[src/rtl/sync_debounce_edge_if.sv]
// Signal bundle for sync_debounce_edge: synchronized level in, counter clear,
// debounced level, edge pulses and event counters out.
interface sync_debounce_edge_if #(
    parameter int EVT_W = 8
);
    logic             din;
    logic             cnt_clr;
    logic             level_out;
    logic             rise_pulse;
    logic             fall_pulse;
    logic [EVT_W-1:0] rise_cnt;
    logic [EVT_W-1:0] glitch_cnt;

    modport master (
        output din, cnt_clr,
        input  level_out, rise_pulse, fall_pulse, rise_cnt, glitch_cnt
    );

    modport slave (
        input  din, cnt_clr,
        output level_out, rise_pulse, fall_pulse, rise_cnt, glitch_cnt
    );
endinterface

[src/rtl/sync_debounce_edge.sv]
// Stable-count debounce of an already-synchronized level with edge pulses and
// saturating event counters. Define SYNC_DEBOUNCE_GLITCH_CNT_EN to build the glitch counter.
module sync_debounce_edge #(
    parameter int DEBOUNCE_CYCLES = 16,
    parameter int CNT_W           = 5,
    parameter int EVT_W           = 8
) (
    input logic                 clk,
    input logic                 reset,
    sync_debounce_edge_if.slave bus
);

    if (DEBOUNCE_CYCLES < 1 || (2 ** CNT_W) <= DEBOUNCE_CYCLES) begin : g_bad_param
        $error("sync_debounce_edge: need DEBOUNCE_CYCLES >= 1 and 2**CNT_W > DEBOUNCE_CYCLES");
    end

    localparam logic [CNT_W-1:0] QMAX = CNT_W'(DEBOUNCE_CYCLES);
    localparam bit               FAST = (DEBOUNCE_CYCLES == 1);

    typedef enum logic [1:0] {
        STABLE_LO,
        QUAL_HI,
        STABLE_HI,
        QUAL_LO
    } state_t;

    function automatic logic [EVT_W-1:0] sat_inc(input logic [EVT_W-1:0] v);
        return (&v) ? v : v + EVT_W'(1);
    endfunction

    state_t           state;
    logic [CNT_W-1:0] qcnt;
    logic [CNT_W-1:0] qcnt_inc;
    logic             level;
    logic             rise;
    logic             fall;
    logic [EVT_W-1:0] rise_cnt;
    logic             accept_rise;
    logic             accept_fall;
    logic             abort;

    assign qcnt_inc = qcnt + CNT_W'(1);

    // Decisions for this edge, shared by the FSM and the counters.
    always_comb begin
        accept_rise = 1'b0;
        accept_fall = 1'b0;
        abort       = 1'b0;
        case (state)
            STABLE_LO: accept_rise = bus.din && FAST;
            QUAL_HI: begin
                if (bus.din) accept_rise = (qcnt_inc == QMAX);
                else         abort       = 1'b1;
            end
            STABLE_HI: accept_fall = !bus.din && FAST;
            QUAL_LO: begin
                if (!bus.din) accept_fall = (qcnt_inc == QMAX);
                else          abort       = 1'b1;
            end
            default: ;
        endcase
    end

    always_ff @(posedge clk) begin
        if (reset) begin
            state <= STABLE_LO;
            qcnt  <= '0;
            level <= 1'b0;
            rise  <= 1'b0;
            fall  <= 1'b0;
        end else begin
            rise <= accept_rise;
            fall <= accept_fall;
            case (state)
                STABLE_LO: begin
                    if (accept_rise) begin
                        state <= STABLE_HI;
                        level <= 1'b1;
                    end else if (bus.din) begin
                        state <= QUAL_HI;
                        qcnt  <= CNT_W'(1);
                    end
                end
                QUAL_HI: begin
                    if (abort) begin
                        state <= STABLE_LO;
                        qcnt  <= '0;
                    end else if (accept_rise) begin
                        state <= STABLE_HI;
                        qcnt  <= '0;
                        level <= 1'b1;
                    end else begin
                        qcnt <= qcnt_inc;
                    end
                end
                STABLE_HI: begin
                    if (accept_fall) begin
                        state <= STABLE_LO;
                        level <= 1'b0;
                    end else if (!bus.din) begin
                        state <= QUAL_LO;
                        qcnt  <= CNT_W'(1);
                    end
                end
                QUAL_LO: begin
                    if (abort) begin
                        state <= STABLE_HI;
                        qcnt  <= '0;
                    end else if (accept_fall) begin
                        state <= STABLE_LO;
                        qcnt  <= '0;
                        level <= 1'b0;
                    end else begin
                        qcnt <= qcnt_inc;
                    end
                end
                default: begin
                    state <= STABLE_LO;
                    qcnt  <= '0;
                end
            endcase
        end
    end

    // Clear has priority over a same-edge increment.
    always_ff @(posedge clk) begin
        if (reset || bus.cnt_clr) rise_cnt <= '0;
        else if (accept_rise)     rise_cnt <= sat_inc(rise_cnt);
    end

`ifdef SYNC_DEBOUNCE_GLITCH_CNT_EN
    logic [EVT_W-1:0] glitch_cnt;

    always_ff @(posedge clk) begin
        if (reset || bus.cnt_clr) glitch_cnt <= '0;
        else if (abort)           glitch_cnt <= sat_inc(glitch_cnt);
    end

    assign bus.glitch_cnt = glitch_cnt;
`else
    assign bus.glitch_cnt = '0;
`endif

    assign bus.level_out  = level;
    assign bus.rise_pulse = rise;
    assign bus.fall_pulse = fall;
    assign bus.rise_cnt   = rise_cnt;

endmodule

[src/flat_wrapper.sv]
// flat-port wrapper written by rule: the top's interface ports become plain ports
module sync_debounce_edge_flat 
#(
    parameter int DEBOUNCE_CYCLES = 16,
    parameter int CNT_W           = 5,
    parameter int EVT_W           = 8
)
  (clk, reset, bus_din, bus_cnt_clr, bus_level_out, bus_rise_pulse, bus_fall_pulse, bus_rise_cnt, bus_glitch_cnt);
  sync_debounce_edge_if #(.EVT_W(EVT_W)) bus_i ();
  input logic clk;
  input logic reset;
  input wire logic [$bits(bus_i.din)-1:0] bus_din;
  input wire logic [$bits(bus_i.cnt_clr)-1:0] bus_cnt_clr;
  output wire logic [$bits(bus_i.level_out)-1:0] bus_level_out;
  output wire logic [$bits(bus_i.rise_pulse)-1:0] bus_rise_pulse;
  output wire logic [$bits(bus_i.fall_pulse)-1:0] bus_fall_pulse;
  output wire logic [$bits(bus_i.rise_cnt)-1:0] bus_rise_cnt;
  output wire logic [$bits(bus_i.glitch_cnt)-1:0] bus_glitch_cnt;
  assign bus_i.din = bus_din;
  assign bus_i.cnt_clr = bus_cnt_clr;
  assign bus_level_out = bus_i.level_out;
  assign bus_rise_pulse = bus_i.rise_pulse;
  assign bus_fall_pulse = bus_i.fall_pulse;
  assign bus_rise_cnt = bus_i.rise_cnt;
  assign bus_glitch_cnt = bus_i.glitch_cnt;
  sync_debounce_edge #(.DEBOUNCE_CYCLES(DEBOUNCE_CYCLES), .CNT_W(CNT_W), .EVT_W(EVT_W)) u_core (.clk(clk), .reset(reset), .bus(bus_i));
endmodule
[config.mk]
export PLATFORM = sky130hd
export DESIGN_NAME = sync_debounce_edge_flat
export DESIGN_NICKNAME = d
export VERILOG_FILES = /design/src/rtl/sync_debounce_edge_if.sv /design/src/rtl/sync_debounce_edge.sv /design/src/flat_wrapper.sv
export SDC_FILE = /design/constraint.sdc
export NUM_CORES = 1
export LEC_CHECK = 0
export BUFFER_PORTS_ARGS = -buffer_cell sky130_fd_sc_hd__buf_2
export CAP_MARGIN = 20
export CELL_PAD_IN_SITES_DETAIL_PLACEMENT = 0
export CELL_PAD_IN_SITES_GLOBAL_PLACEMENT = 1
export CORE_ASPECT_RATIO = 1.1
export CORE_UTILIZATION = 35
export DETAILED_ROUTE_END_ITERATION = 16
export PLACE_DENSITY_LB_ADDON = 0.1
export SYNTH_ARGS = -nofsm -noshare
export SYNTH_HDL_FRONTEND = slang
export SYNTH_SLANG_ARGS = --single-unit
[constraint.sdc]
create_clock -name clk -period 1.4 [get_ports clk]
set_input_delay 0.28 -clock clk [delete_from_list [all_inputs] [get_ports clk]]
set_output_delay 0.28 -clock clk [all_outputs]
set_load 0.005 [all_outputs]
==> impl_metrics.py <==
metrics = {
    "power": {
        "power.share.combinational": 0.102,
        "leakagePower_uw": 0.000609,
        "clkPwrFrac": 0.348,
        "cellInternalPower_uw": 720,
        "max-vdd-ir-drop_v": 0.000370,
        "power.switching_fraction": 0.244,
        "total_switching_power_uw": 232,
        "p_seq_frac": 0.550,
        "power.density_nw_per_um2": 614,
    },
    "critical_path": {
        "worst-path-buf-inv": 0,
        "cpLargestDelayFamily": "simple AND/OR/NAND/NOR gates",
        "path_class": "reg2reg",
        "cell_chain_of_the_critical_path": "nand2b_4 > mux2_4 > or4_4 > a21oi_2",
        "critical-path-slowest-cell": "or4_4",
        "cp_max_fo": 6,
        "start_kind": "flop",
        "worst_setup_path_end_kind": "flop",
        "cp_data_arrival_time_ns": 1.76,
        "worst_path_largest_cell_delay_ns": 0.52,
        "timing.critical_path.required_ns": 1.65,
    },
    "sta": {
        "rsz0062_at_grt": "true",
        "fin_setup_tns_ns": -0.502,
        "layout_min_cycle_time_ns": 1.51,
        "fin_hold_ws_ns": 0.301,
        "report.final.slew_viol_count": 0,
        "finalClockSkew_ns": 0.00323,
        "final.setup.worst_slack_ns": -0.111,
        "timing.final.crit_share": 1.08,
        "number_of_failing_setup_endpoints_in_the_final_timing_report": 7,
        "hold_viol_final": 0,
        "achievable-frequency_ghz": 0.662,
    },
    "outcome": {
        "violations": "setup timing",
        "status": "finished, violations left",
    },
    "route": {
        "count_of_routing_violations_after_the_opening_detailed_route_iteration": 30,
        "ant_nets": 0,
        "vias": 1041,
        "drcViolationCount": 0,
        "avgViaCountPerCell": 5.28,
        "detail_route.wl_per_cell_um": 14.1,
        "drt_first_pass_iters": 4,
        "wirelength_um": 2790,
    },
    "global_routing": {
        "antenna_violations_before_repair": 0,
        "global_route.usage.met3": 0.0284,
        "global_route_wire_length_before_repair_um": 4480,
        "grt_most_used_layer": "met2",
        "grt.met1_usage": 0.280,
        "grt_util_met2": 0.286,
        "grt_start_max_net_pins": 11,
        "groute.usage.overall": 0.197,
        "grt-ovfl-total": 0,
        "first_global_vias": 945,
    },
    "floorplanning": {
        "core_area_sq_um": 2780,
        "starting_utilization_of_the_core_area": 0.369,
        "floorplan.io_pins": 23,
        "die_area_sq_um": 3150,
        "die_w_um": 53.6,
        "placementRows": 20,
        "die_height_um": 58.8,
    },
    "placement": {
        "gp_congestion": 0.846,
        "port_buffers": 14,
        "place_area_sq_um": 1340,
        "post-place-cells": 191,
        "dp_hpwl_um": 2060,
    },
    "cells_and_area": {
        "final_nets": 171,
        "areaGrowthSynthToFinish_pct": 51.1,
        "num_antenna_cells": 0,
        "utilization": 0.558,
        "stdcell_area_sq_um": 1550,
        "layout-drive-gt1-share": 0.506,
        "finish.cell_count_without_fillers": 197,
    },
    "cts": {
        "postCtsHoldBufs": 0,
        "clock_sink_count": 18,
        "root_buffer": "clkbuf_4",
        "clkLatencyLatePin_ns": 0.30,
        "cts.reportedPaths.clkPinSlew_ns": 0.11,
        "ctsLongestPathBuffers": 2,
        "tritoncts_clock_tree": "yes",
        "cts.htree.levels": 1,
        "cts_buffers": 3,
    },
    "synth": {
        "syn-instance-count": 117,
        "synthesized_flop_and_latch_total": 18,
        "synth_area_sq_um": 1030,
        "post_synthesis_sequential_area_ratio": 0.351,
        "postSynthAreaPerCell_sq_um": 8.77,
        "yosysTopAreaCell": "dfxtp_1",
        "yosys.area.top_type_share": 0.351,
        "synth_area_leaders": "dfxtp_1 35%, buf_4 5.9%, o31ai_1 4.4%",
        "number_of_warnings_issued_by_yosys": 0,
        "netlist-cell-type-count": 43,
    },
    "min_path": {
        "hp-class": "in2reg",
    },
    "flow_run": {
        "max_cap_viol_count": 0,
    },
}
==> path summary, 6_finish.rpt <==
path | slack (ns) | endpoint | cells past startpoint | from
worst max register to register | -0.11 | u_core.bus.rise_cnt[6] | 4 | u_core.qcnt[4]
worst min register to register | 0.50 | u_core.bus.level_out | 2 | u_core.bus.level_out
worst min-delay path | 0.30 | u_core.bus.fall_pulse | 3 | bus_din
worst max-delay path | -0.11 | u_core.bus.rise_cnt[6] | 4 | u_core.qcnt[4]
==> layout by cell type, fill, tap and decap left out, drive strengths merged, types with 3 or more instances in the layout <==
master  Yosys  final
buf         9     48
dfxtp      18     18
conb        1      8
nand2       8      8
o31ai       6      6
o21ai       6      6
nor2        5      5
nand4       5      5
nand3       5      5
or3         4      4
o311ai      4      4
a21oi       4      4
clkbuf      3      4
a31oi       3      3
nor3b       3      3
mux2i       3      3
==> synthesized netlist by cell type (all sizes together) <==
cell	n
dfxtp	18
buf	9
nand2	8
o21ai	6
o31ai	6
nand3	5
nand4	5
nor2	5
a21oi	4
o311ai	4
or3	4
a31oi	3
clkbuf	3
mux2i	3
nor3b	3
and3	2
and4	2
ha	2
nand2b	2
o21bai	2
or4	2
xor2	2
a211oi	1
a22oi	1
and2	1
and3b	1
and4b	1
conb	1
inv	1
mux2	1
nand3b	1
nor2b	1
nor4	1
nor4b	1
o2111ai	1
or2	1
or3b	1
or4b	1
xnor2	1
==> final cells by class <==
cell class | instances | area [sq um]
Clock buffer | 4 | 36.3
Fill cell | 268 | 1230
Sequential cell | 18 | 374
Inverter | 1 | 3.75
Timing Repair Buffer | 48 | 329
Multi-Input combinational cell | 93 | 766
Tap cell | 33 | 41.3
==> state kept, by name, indices dropped and copies added (netlist names), named ones only <==
signal	cells
u_core.bus.fall_pulse	1
u_core.bus.level_out	1
u_core.bus.rise_cnt	8
u_core.bus.rise_pulse	1
u_core.qcnt	5
u_core.state	1
==> kinds of logic (layout without fill, tap and decap cells) <==
logic type      Yosys count  count (layout)  share of synthesized area
mux                       4               4                     0.0439
other cells               1               8                    0.00366
flops                    18              18                      0.351
compound gates           28              28                      0.183
xor+xnor                  3               3                     0.0256
buf+inv                  13              53                     0.0780
simple gates             48              48                      0.290
fa+ha+maj                 2               2                     0.0244
==> power groups by stage <==
stage	sequential, uW	clock [uW]	combinational [uW]
after floorplan	537	0	56.5
after global placement	537	0	87.1
after detailed placement	538	0	87.7
after CTS	527	342	90.0
after global routing	525	366	107
final	523	331	97.0
==> per-layer routing <==
| layer | share of wire | vias to the layer above |
|---|---|---|
| met5 | 0 | - |
| met4 | 0.013 | 0 |
| met3 | 0.030 | 4 |
| met2 | 0.46 | 18 |
| met1 | 0.50 | 489 |
| li1 | - | 530 |
==> worst min-delay path, cell delays in order <==
cell,delay [ns]
buf_2,0.11
buf_4,0.12
nor4_1,0.04
==> through the flow <==
| stage | worst slack, ns | total power (uW) |
|---|---|---|
| floorplan | -0.0519 | 593 |
| global placement | -0.0913 | 625 |
| detailed placement | -0.124 | 626 |
| CTS | -0.0921 | 959 |
| global route | -0.199 | 998 |
| finish | -0.111 | 951 |
==> timing repair <==
| item | 4_1_cts | 5_1_grt |
|---|---|---|
| gates resized for setup | 13 | 20 |
| hold endpoints to repair | 0 | 0 |
| pin swaps | 4 | 3 |
| endpoints found under the setup margin | 10 | 12 |
| setup buffers | 1 | 1 |
No activity file was read; power rests on OpenSTA's default activity.
